File: config.mk
export PLATFORM = sky130hd
export DESIGN_NAME = sfp_seq_flat
export DESIGN_NICKNAME = d
export VERILOG_FILES = /design/src/rtl/sfp_seq_pkg.sv /design/src/rtl/sfp_seq_if.sv /design/src/rtl/sfp_seq_cnt.sv /design/src/rtl/sfp_seq.sv /design/src/flat_wrapper.sv
export SDC_FILE = /design/constraint.sdc
export NUM_CORES = 1
export LEC_CHECK = 0
export ABC_AREA = 1
export CORE_ASPECT_RATIO = 0.7
export CORE_MARGIN = 2
export CORE_UTILIZATION = 37
export CTS_BUF_LIST = sky130_fd_sc_hd__clkbuf_4
export CTS_CLUSTER_SIZE = 14
export DETAILED_ROUTE_END_ITERATION = 6
export HOLD_SLACK_MARGIN = 0.1
export PLACE_DENSITY = 0.55
export RECOVER_POWER = 25
export SKIP_LAST_GASP = 1
export SYNTH_ARGS = -nofsm -noshare
export SYNTH_HDL_FRONTEND = slang
export SYNTH_SLANG_ARGS = --single-unit
File: constraint.sdc
create_clock -name clk -period 2.66 [get_ports clk]
set_input_delay 0.798 -clock clk [delete_from_list [all_inputs] [get_ports clk]]
set_output_delay 0.798 -clock clk [all_outputs]
set_load 0.005 [all_outputs]
File: src/rtl/sfp_seq_pkg.sv
// sfp_seq_pkg: shared constants for the sfp_row sequencer.
//   - FSM state encoding (kept as plain 3-bit constants so older tools and
//     waveform decoders that expect raw codes keep working)
//   - sfp_row FIFO depth (upper bound on vectors per job)
//   - DRAIN length (sfp_row sum register + FIFO write)
//   - sync timeout counter width
//   - counter bank indices used by the top
package sfp_seq_pkg;

    localparam logic [2:0] ST_IDLE  = 3'd0;
    localparam logic [2:0] ST_ACC   = 3'd1;
    localparam logic [2:0] ST_DRAIN = 3'd2;
    localparam logic [2:0] ST_SYNC  = 3'd3;
    localparam logic [2:0] ST_DIV   = 3'd4;
    localparam logic [2:0] ST_FLUSH = 3'd5;

    localparam int FIFO_DEPTH = 16;
    localparam int DRAIN_LEN  = 2;
    localparam int TO_BW      = 8;

    // Counter bank slots.
    localparam int CNT_ACC  = 0;
    localparam int CNT_DIV  = 1;
    localparam int CNT_NORM = 2;
    localparam int CNT_NUM  = 3;

    // A job must fit in the sfp_row FIFO and carry at least one vector.
    function automatic logic num_vec_legal(input logic [31:0] n);
        return (n >= 32'd1) && (n <= 32'(FIFO_DEPTH));
    endfunction

endpackage

File: src/rtl/sfp_seq_if.sv
// sfp_seq_if: sequencer <-> datapath bundle.
//   ofifo_valid  array output FIFO holds at least one vector
//   ofifo_rd     pop array output FIFO
//   acc          sfp_row acc
//   div          sfp_row div
//   fifo_ext_rd  sfp_row fifo_ext_rd
//   norm_wr      sfp_row per-lane normalized writeback strobes
// master = sequencer side, slave = datapath/FIFO side.
interface sfp_seq_if #(
    parameter int col = 8
);
    logic           ofifo_valid;
    logic           ofifo_rd;
    logic           acc;
    logic           div;
    logic           fifo_ext_rd;
    logic [col-1:0] norm_wr;

    modport master (
        input  ofifo_valid,
        input  norm_wr,
        output ofifo_rd,
        output acc,
        output div,
        output fifo_ext_rd
    );

    modport slave (
        output ofifo_valid,
        output norm_wr,
        input  ofifo_rd,
        input  acc,
        input  div,
        input  fifo_ext_rd
    );
endinterface

File: src/rtl/sfp_seq_cnt.sv
// sfp_seq_cnt: cnt_bw-bit up counter with synchronous clear (priority over
// enable) and an equality compare against a terminal value.
//   clk, reset  clock, asynchronous active-low reset
//   clr         clear to zero on next edge
//   en          increment on next edge
//   term        terminal value for the compare
//   cnt         current count
//   at_term     cnt == term
module sfp_seq_cnt #(
    parameter int cnt_bw = 5
) (
    input  logic              clk,
    input  logic              reset,
    input  logic              clr,
    input  logic              en,
    input  logic [cnt_bw-1:0] term,
    output logic [cnt_bw-1:0] cnt,
    output logic              at_term
);

    logic [cnt_bw-1:0] cnt_q;
    logic [cnt_bw-1:0] cnt_d;

    always_comb begin
        cnt_d = cnt_q;
        if (clr) begin
            cnt_d = '0;
        end else if (en) begin
            cnt_d = cnt_q + cnt_bw'(1);
        end
    end

    always_ff @(posedge clk or negedge reset) begin
        if (!reset) begin
            cnt_q <= '0;
        end else begin
            cnt_q <= cnt_d;
        end
    end

    assign cnt     = cnt_q;
    assign at_term = (cnt_q == term);

endmodule

File: src/rtl/sfp_seq.sv
// sfp_seq: initiator that drives one sfp_row normalizer.
// Pulls num_vec psum vectors from the array output FIFO (ACC), lets the row
// finish its sum (DRAIN), handshakes with the peer core (SYNC) so both cores
// divide on the same edges, streams the divides (DIV) and waits for the
// normalized writebacks (FLUSH).
//   clk, reset   clock, asynchronous active-low reset
//   start        launch pulse, sampled only in IDLE
//   num_vec      vectors per job (1..16), sampled with start
//   row          sfp_seq_if master: ofifo_valid/ofifo_rd, acc, div,
//                fifo_ext_rd, norm_wr
//   rdy_out      to peer: local sums stored (state SYNC)
//   rdy_in       from peer rdy_out
//   busy         any state but IDLE
//   done         one-cycle pulse on job completion
//   err          one-cycle pulse: illegal start, sync timeout, partial norm_wr
module sfp_seq
    import sfp_seq_pkg::*;
#(
    parameter int col     = 8,
    parameter int cnt_bw  = 5,
    parameter int sync_to = 255
) (
    input  logic              clk,
    input  logic              reset,
    input  logic              start,
    input  logic [cnt_bw-1:0] num_vec,
    sfp_seq_if.master         row,
    output logic              rdy_out,
    input  logic              rdy_in,
    output logic              busy,
    output logic              done,
    output logic              err
);

    localparam logic [col-1:0]   NORM_ALL   = '1;
    localparam logic [TO_BW-1:0] TO_LIMIT   = TO_BW'(sync_to);
    localparam logic [TO_BW-1:0] TO_MAX     = '1;
    localparam logic [1:0]       DRAIN_LAST = 2'(DRAIN_LEN - 1);

    logic [2:0]        state_q, state_d;
    logic [cnt_bw-1:0] nv_q, nv_d;
    logic [TO_BW-1:0]  to_cnt_q, to_cnt_d;
    logic [1:0]        drain_cnt_q, drain_cnt_d;
    logic              err_q, err_d;

    logic              job_start;
    logic              acc_fire;
    logic              in_div;
    logic              norm_full;
    logic              norm_partial;
    logic              done_hit;

    // Counter bank: acc_cnt, div_cnt, norm_cnt.
    logic [CNT_NUM-1:0] cnt_en;
    logic [cnt_bw-1:0]  cnt_term [CNT_NUM];
    logic [cnt_bw-1:0]  cnt_val  [CNT_NUM];
    logic [CNT_NUM-1:0] cnt_hit;

    assign cnt_en[CNT_ACC]    = acc_fire;
    assign cnt_en[CNT_DIV]    = in_div;
    assign cnt_en[CNT_NORM]   = norm_full;
    assign cnt_term[CNT_ACC]  = nv_q;
    // DIV compares against nv-1 so the hit marks the last div cycle itself.
    assign cnt_term[CNT_DIV]  = nv_q - cnt_bw'(1);
    assign cnt_term[CNT_NORM] = nv_q;

    genvar gi;
    generate
        for (gi = 0; gi < CNT_NUM; gi++) begin : g_cnt
            sfp_seq_cnt #(
                .cnt_bw (cnt_bw)
            ) u_cnt (
                .clk     (clk),
                .reset   (reset),
                .clr     (job_start),
                .en      (cnt_en[gi]),
                .term    (cnt_term[gi]),
                .cnt     (cnt_val[gi]),
                .at_term (cnt_hit[gi])
            );
        end
    endgenerate

    assign acc_fire     = (state_q == ST_ACC) && row.ofifo_valid
                          && (cnt_val[CNT_ACC] < nv_q);
    assign in_div       = (state_q == ST_DIV);
    assign norm_full    = (row.norm_wr == NORM_ALL);
    assign norm_partial = (row.norm_wr != '0) && !norm_full;

    // The last writeback lands in the first FLUSH cycle; counting it
    // combinationally lets done fire in that same cycle.
    assign done_hit = cnt_hit[CNT_NORM]
                      || (norm_full && ((cnt_val[CNT_NORM] + cnt_bw'(1)) == nv_q));

    always_comb begin
        state_d     = state_q;
        nv_d        = nv_q;
        to_cnt_d    = to_cnt_q;
        drain_cnt_d = drain_cnt_q;
        err_d       = 1'b0;
        job_start   = 1'b0;

        case (state_q)
            ST_IDLE: begin
                if (start) begin
                    if (num_vec_legal(32'(num_vec))) begin
                        nv_d      = num_vec;
                        job_start = 1'b1;
                        to_cnt_d  = '0;
                        state_d   = ST_ACC;
                    end else begin
                        err_d = 1'b1;
                    end
                end
            end
            ST_ACC: begin
                if (cnt_hit[CNT_ACC]) begin
                    drain_cnt_d = '0;
                    state_d     = ST_DRAIN;
                end
            end
            ST_DRAIN: begin
                if (drain_cnt_q == DRAIN_LAST) begin
                    state_d = ST_SYNC;
                end else begin
                    drain_cnt_d = drain_cnt_q + 2'd1;
                end
            end
            ST_SYNC: begin
                if (to_cnt_q != TO_MAX) begin
                    to_cnt_d = to_cnt_q + TO_BW'(1);
                end
                // The peer evaluates the same rdy pair, so both leave SYNC
                // on the same edge.
                if (rdy_in) begin
                    state_d = ST_DIV;
                end else if (to_cnt_q == TO_LIMIT) begin
                    err_d   = 1'b1;
                    state_d = ST_IDLE;
                end
            end
            ST_DIV: begin
                if (cnt_hit[CNT_DIV]) begin
                    state_d = ST_FLUSH;
                end
            end
            ST_FLUSH: begin
                if (done_hit) begin
                    state_d = ST_IDLE;
                end
            end
            default: begin
                state_d = ST_IDLE;
            end
        endcase

        if (norm_partial) begin
            err_d = 1'b1;
        end
    end

    always_ff @(posedge clk or negedge reset) begin
        if (!reset) begin
            state_q     <= ST_IDLE;
            nv_q        <= '0;
            to_cnt_q    <= '0;
            drain_cnt_q <= '0;
            err_q       <= 1'b0;
        end else begin
            state_q     <= state_d;
            nv_q        <= nv_d;
            to_cnt_q    <= to_cnt_d;
            drain_cnt_q <= drain_cnt_d;
            err_q       <= err_d;
        end
    end

    assign row.acc         = acc_fire;
    assign row.ofifo_rd    = acc_fire;
    assign row.div         = in_div;
    assign row.fifo_ext_rd = in_div;
    assign rdy_out         = (state_q == ST_SYNC);
    assign busy            = (state_q != ST_IDLE);
    assign done            = (state_q == ST_FLUSH) && done_hit;
    assign err             = err_q;

endmodule

File: src/flat_wrapper.sv
// flat-port wrapper written by rule: the top's interface ports become plain ports
module sfp_seq_flat import sfp_seq_pkg::*;
#(
    parameter int col     = 8,
    parameter int cnt_bw  = 5,
    parameter int sync_to = 255
)
  (clk, reset, start, num_vec, rdy_out, rdy_in, busy, done, err, row_ofifo_valid, row_norm_wr, row_ofifo_rd, row_acc, row_div, row_fifo_ext_rd);
  sfp_seq_if #(.col(col)) row_i ();
  input  logic clk;
  input  logic reset;
  input  logic start;
  input  logic [cnt_bw-1:0] num_vec;
  output logic rdy_out;
  input  logic rdy_in;
  output logic busy;
  output logic done;
  output logic err;
  input wire logic [$bits(row_i.ofifo_valid)-1:0] row_ofifo_valid;
  input wire logic [$bits(row_i.norm_wr)-1:0] row_norm_wr;
  output wire logic [$bits(row_i.ofifo_rd)-1:0] row_ofifo_rd;
  output wire logic [$bits(row_i.acc)-1:0] row_acc;
  output wire logic [$bits(row_i.div)-1:0] row_div;
  output wire logic [$bits(row_i.fifo_ext_rd)-1:0] row_fifo_ext_rd;
  assign row_i.ofifo_valid = row_ofifo_valid;
  assign row_i.norm_wr = row_norm_wr;
  assign row_ofifo_rd = row_i.ofifo_rd;
  assign row_acc = row_i.acc;
  assign row_div = row_i.div;
  assign row_fifo_ext_rd = row_i.fifo_ext_rd;
  sfp_seq #(.col(col), .cnt_bw(cnt_bw), .sync_to(sync_to)) u_core (.clk(clk), .reset(reset), .start(start), .num_vec(num_vec), .row(row_i), .rdy_out(rdy_out), .rdy_in(rdy_in), .busy(busy), .done(done), .err(err));
endmodule
==> results.md <==
- Commonest cells after routing, fill and taps aside: 104 x nand2_1, 45 x inv_1, 33 x dfrtp_1
- CTS H-tree lvls: 2
- Final Hold Vio Count: 0
- Fin Clk Skew: 0.00916 ns
- Vias: 2193
- Final wirelength: 5.48 mm
- Yosys reg bits: 34
- GR Util All Layers: 16.6%
- Pwr/cell area: 358 mW/mm^2
- Final Cycle Share: 95.9%
- Longest Clk Path Bufs: 2
- Distinct cell type count after synthesis: 34
- Width of the die: 100 um
- Post-DP HPWL: 4.28 mm
- TritonCTS clock tree: done
- Post-CTS Hold Buffers: 0
- CP Cell Sequence: nor2_1 > nand2_2 > inv_2 > clkdlybuf4s50_1
- Syn Nets: 365
- Post-Synthesis Cells: 336
- Worst-path fanout max: 6
- Non-Filler Instances: 461
- Max-cap viol count: 0
- Rel. slew slack: 39.6%
- Routed len/inst: 11.9 um
- Fillers: 655
- Top-level port count: 26
- Clk Tree Root Cell: clkbuf_4
- WP data arrival: 1.75 ns
- Setup Crit Path Kind: reg2out
- CTS Sinks: 34
- Worst hold path type: reg2reg
- Status: completed
- Avg Synthesized Cell Area: 7.16 sq um
- Die area: 0.00718 sq mm
- Synthesized area: 0.00241 sq mm
- Initial antenna violation count: 0
- Core Box Area: 0.00625 sq mm
- CP max stage cell: clkdlybuf4s50_1
- Synth warnings: 0
- Area growth from synthesis to layout: 21.9%
- CTS Buf Count: 5
- # DRC: 0
- Final Instance Area: 0.00293 sq mm
- Via density: 4.76
- Unrepaired setup endpoints after global routing: true
- Most common cell after layout, fill and taps aside: nand2_1
- Skew-Pair Late Insertion Delay: 0.34 ns
- Setup_tns: 0 ns
- First-pass GRT wire length: 9.41 mm
- Placed cell area: 0.00286 sq mm
- Worst-path clk slew: 0.10 ns
- Finish-stage setup viols: 0
- Vert. Die Dim: 71.5 um
- Number of global-route vias before repair: 2005
- Share of cells above drive strength 1: 17.0%
- Total global routing overflow: 0
- Pre-antenna DRT Iters: 4
- GP Congestion: 0.814
- Cell Count Post-Placement: 453
- Final core occ: 47.0%
- Largest net degree at the start of global routing: 35
- 1st-iter DRT viols: 96
- Fin nets: 412
- Tmin final: 2.55 ns
- Antenna viol nets, final: 0
- PortBufs: 25
- Max incr delay on CP: 0.52 ns
- Ant. Diodes: 0
- Leak: 1.63 nW
- Rows: 24
- Slew Limit Fails: 0
- Setup crit end kind: primary output
- Worst Max-Slew Pin Slew: 0.907 ns
- Max Freq: 0.392 GHz
- Critical Path RT: 1.86 ns
- Sequential share of the synthesized area: 35.3%
- Startpoint Class: flip-flop
- Worst VDD drop: 0.000184 V
- Initial Utilization: 38.5%
per-stage QoR:
step / setup slack, ns / hold WS [ns] / power (mW)
finish: 0.108 / 0.559 / 1.05
global route: -0.0483 / 0.586 / 1.12
CTS: -0.0873 / 0.565 / 1.06
floorplan: 0.297 / 0.502 / 0.673
detailed placement: -0.551 / 0.546 / 0.763
global placement: -0.531 / 0.538 / 0.761
worst max-delay path, delay by kind of cell, from the launching register on:
kind / cells / cell delay (ns)
AND/OR/NAND/NOR: 2 / 0.32
flip-flops: 1 / 0.45
buffers and inverters: 2 / 0.65
sequential cells by signal (all words and copies together) (netlist names):
signal,cells
u_core.err,1
u_core.drain_cnt_q,2
u_core.g_cnt.u_cnt.cnt,15
u_core.nv_q,5
u_core.state_q,3
u_core.to_cnt_q,8
cell usage after synthesis (all sizes together):
master | count | area share, %
nor2 | 30 | 5.5
o31ai | 2 | 0.62
nand4 | 3 | 0.78
xnor2 | 2 | 0.73
o22ai | 1 | 0.52
nand3b | 2 | 0.62
and2 | 1 | 0.26
a21oi | 7 | 1.8
ha | 11 | 5.7
or2 | 4 | 1.0
o21ai | 18 | 4.8
nor3 | 13 | 3.3
buf | 5 | 2.0
o21bai | 1 | 0.31
dfrtp | 34 | 35
a21boi | 1 | 0.31
o211ai | 1 | 0.31
inv | 50 | 7.8
nor4 | 2 | 0.52
nand3 | 29 | 6.5
nand2 | 109 | 17
xor2 | 9 | 3.3
and3 | 1 | 0.47
final cells by class:
type	count	area (sq um)	share of cell area [%]
multi-input cells	247	1340	45.7
flip-flops and latches	34	852	29.0
repair buffers	45	403	13.7
inverters	50	188	6.40
well taps	78	97.6	3.33
clock buffers	7	52.6	1.79
repair_timing:
item | 4_1_cts | 5_1_grt
endpoints found under the setup margin | 3 | 5
setup buffers | 1 | 0
gates resized for setup | 19 | 9
pin swaps | 2 | 7
metal layers:
metal / wire length [um] / GRT usage (%) / part of all wire [%]
met3: 249 / 3.71 / 4.5
met1: 3000 / 25.7 / 55
met5: 0 / 0 / 0
met4: 54 / 4.57 / 0.99
met2: 2170 / 22.9 / 40
report_power, final:
group	switching [mW]	total (mW)	internal (mW)
clock	0.177	0.297	0.120
combinational	0.117	0.207	0.0907
sequential	0.0134	0.545	0.531
final timing paths:
| path | slack, ns | startpoint | end | cells past startpoint |
|---|---|---|---|---|
| min in group asynchronous | 1.10 | reset | u_core.g_cnt[0].u_cnt.cnt[1] | 2 |
| worst min register to register | 0.56 | u_core.drain_cnt_q[1] | u_core.drain_cnt_q[1] | 2 |
| worst max register to register | 0.70 | u_core.nv_q[1] | u_core.state_q[0] | 14 |
| worst min-delay path | 0.56 | u_core.drain_cnt_q[1] | u_core.drain_cnt_q[1] | 2 |
| worst max-delay path | 0.11 | u_core.state_q[0] | row_fifo_ext_rd | 4 |
| max in group asynchronous | 0.94 | reset | u_core.nv_q[3] | 2 |
kinds of logic after synthesis:
logic type	share of synthesized area, %
and+or+nand+nor	36.4
adders and majority gates	5.72
xor gates and xnor gates	4.00
DFF	35.3
buffers and inverters	9.82
AOI/OAI and AO/OA	8.68
Power figures use the tool's default switching activity.
==> RTL edit, RTL diff (config.mk and constraints unchanged) <==
`cnt_bw` is set to 5 in 3 places; all go to 10.
--- a/src/rtl/sfp_seq_cnt.sv
+++ b/src/rtl/sfp_seq_cnt.sv
@@ -9,3 +9,3 @@
 module sfp_seq_cnt #(
-    parameter int cnt_bw = 5
+    parameter int cnt_bw = 10
 ) (
--- a/src/rtl/sfp_seq.sv
+++ b/src/rtl/sfp_seq.sv
@@ -19,3 +19,3 @@
     parameter int col     = 8,
-    parameter int cnt_bw  = 5,
+    parameter int cnt_bw  = 10,
     parameter int sync_to = 255
--- a/src/flat_wrapper.sv
+++ b/src/flat_wrapper.sv
@@ -4,3 +4,3 @@
     parameter int col     = 8,
-    parameter int cnt_bw  = 5,
+    parameter int cnt_bw  = 10,
     parameter int sync_to = 255
Ports: changed (resized num_vec); port bits go from 26 to 31. The function was not compared with the original's and may differ.
==> RTL edit against the unedited design <==
The flow now finishes with violations (setup timing). Area after synthesis grew 54%. Wire length grew 85%. Combinational power grew to 11 times the old value. Critical path depth grew 4. Worst setup slack lost 0.31 ns. Cell count grew 64%. Sequential cell count grew 20. Synthesized cell count grew 54%. Cell area grew 72%. Power grew to 3.8 times the old value. Critical path type unchanged. Largest power group is now combinational logic.
==> RTL edit: results <==
timing:
  finalSetupViolations: 3
  worst_pin_slew_ns: 1.22
  fin_skew_ns: 0.0203
  tns_ns: -0.208
  final.setup.worst_slack_ns: -0.201
  whs_ns: 0.313
route:
  drtIter0Drc: 195
  drt_pass1_iterations: 5
  finalWirelength_um: 10200
  wl_per_cell_um: 13.5
synth:
  syn_nets: 555
  syn_inst: 516
  synth-seq-area-share_pct: 36.4
  ys_types: 39
  synth_common_cells: "nand2_1, nor2_1, inv_1"
  synth_compound_area_share_pct: 7.39
place:
  post-dp-hpwl_um: 7520
  place_area_um2: 4590
  pre_cts_ws_ns: -0.770
  port_buffers: 30
  place.gp.congestion: 0.880
global_route:
  first_global_vias: 3448
  grt_pass1_wl_um: 16500
  grt_usage_pct: 19.7
setup_path:
  reg2reg_from: "u_core.nv_q[7]"
  critical_path.top_delay_family: "simple AND/OR/NAND/NOR gates"
  r2r_cells: 18
  crit_fanout: 5
  crit_slowest_cell: "dfrtp_1"
  rr_endpoint: "u_core.g_cnt[0].u_cnt.cnt[2]"
  critPathLaunch: "u_core.g_cnt[2].u_cnt.cnt[2]"
  r2r_slack_ns: 0.08
  critical_path.endpoint: "done"
layout:
  final_util_pct: 51.8
  final_layout_size_suffix_gt1_share_pct: 24.3
  fill_cells: 940
  layout.nets: 665
  largest_register_ffs: 30
cts:
  clock_latency_ns: 0.40
  cts.clk_slew.worst_paths_ns: 0.17
pwr:
  ir_drop_uv: 466
  power.switching_mw: 1.73
worst_hold_path:
  hp-class: "input pin to asynchronous set/reset pin"
status:
  status: "complete, but fails checks"
  violations: "setup timing"
## RTL edit: routing by layer
layer  track usage, %  wire length, µm  vias up
met5                0                0        -
met4             4.24               68        0
li1                 -                -     1888
met2             32.5             4690       71
met3             3.91              450       11
met1             27.1             4950     1689
## RTL edit: power groups by stage
stage	Sequential (mW)	Clock (mW)	Combinational (mW)
after floorplan	1.27	0	1.19
after global placement	1.32	0	1.79
after detailed placement	1.33	0	1.83
after CTS	1.32	0.496	2.07
after global routing	1.36	0.525	2.52
final	1.32	0.480	2.23
## RTL edit: cell type report
cell class	count	share of cell area [%]
Clock buffer	5	0.746
Clock inverter	2	0.771
Inverter	64	4.87
Multi-Input combinational cell	387	44.3
Sequential cell	54	26.9
Tap cell	128	3.18
Timing Repair Buffer	114	19.2
## RTL edit: timing repair
action / in CTS / in global routing
endpoints found under the setup margin: 4 / 9
hold endpoints to repair: 0 / 0
hold buffers: 0 / 0
setup buffers: 16 / 10
pin swaps: 21 / 24
resized for setup: 61 / 24
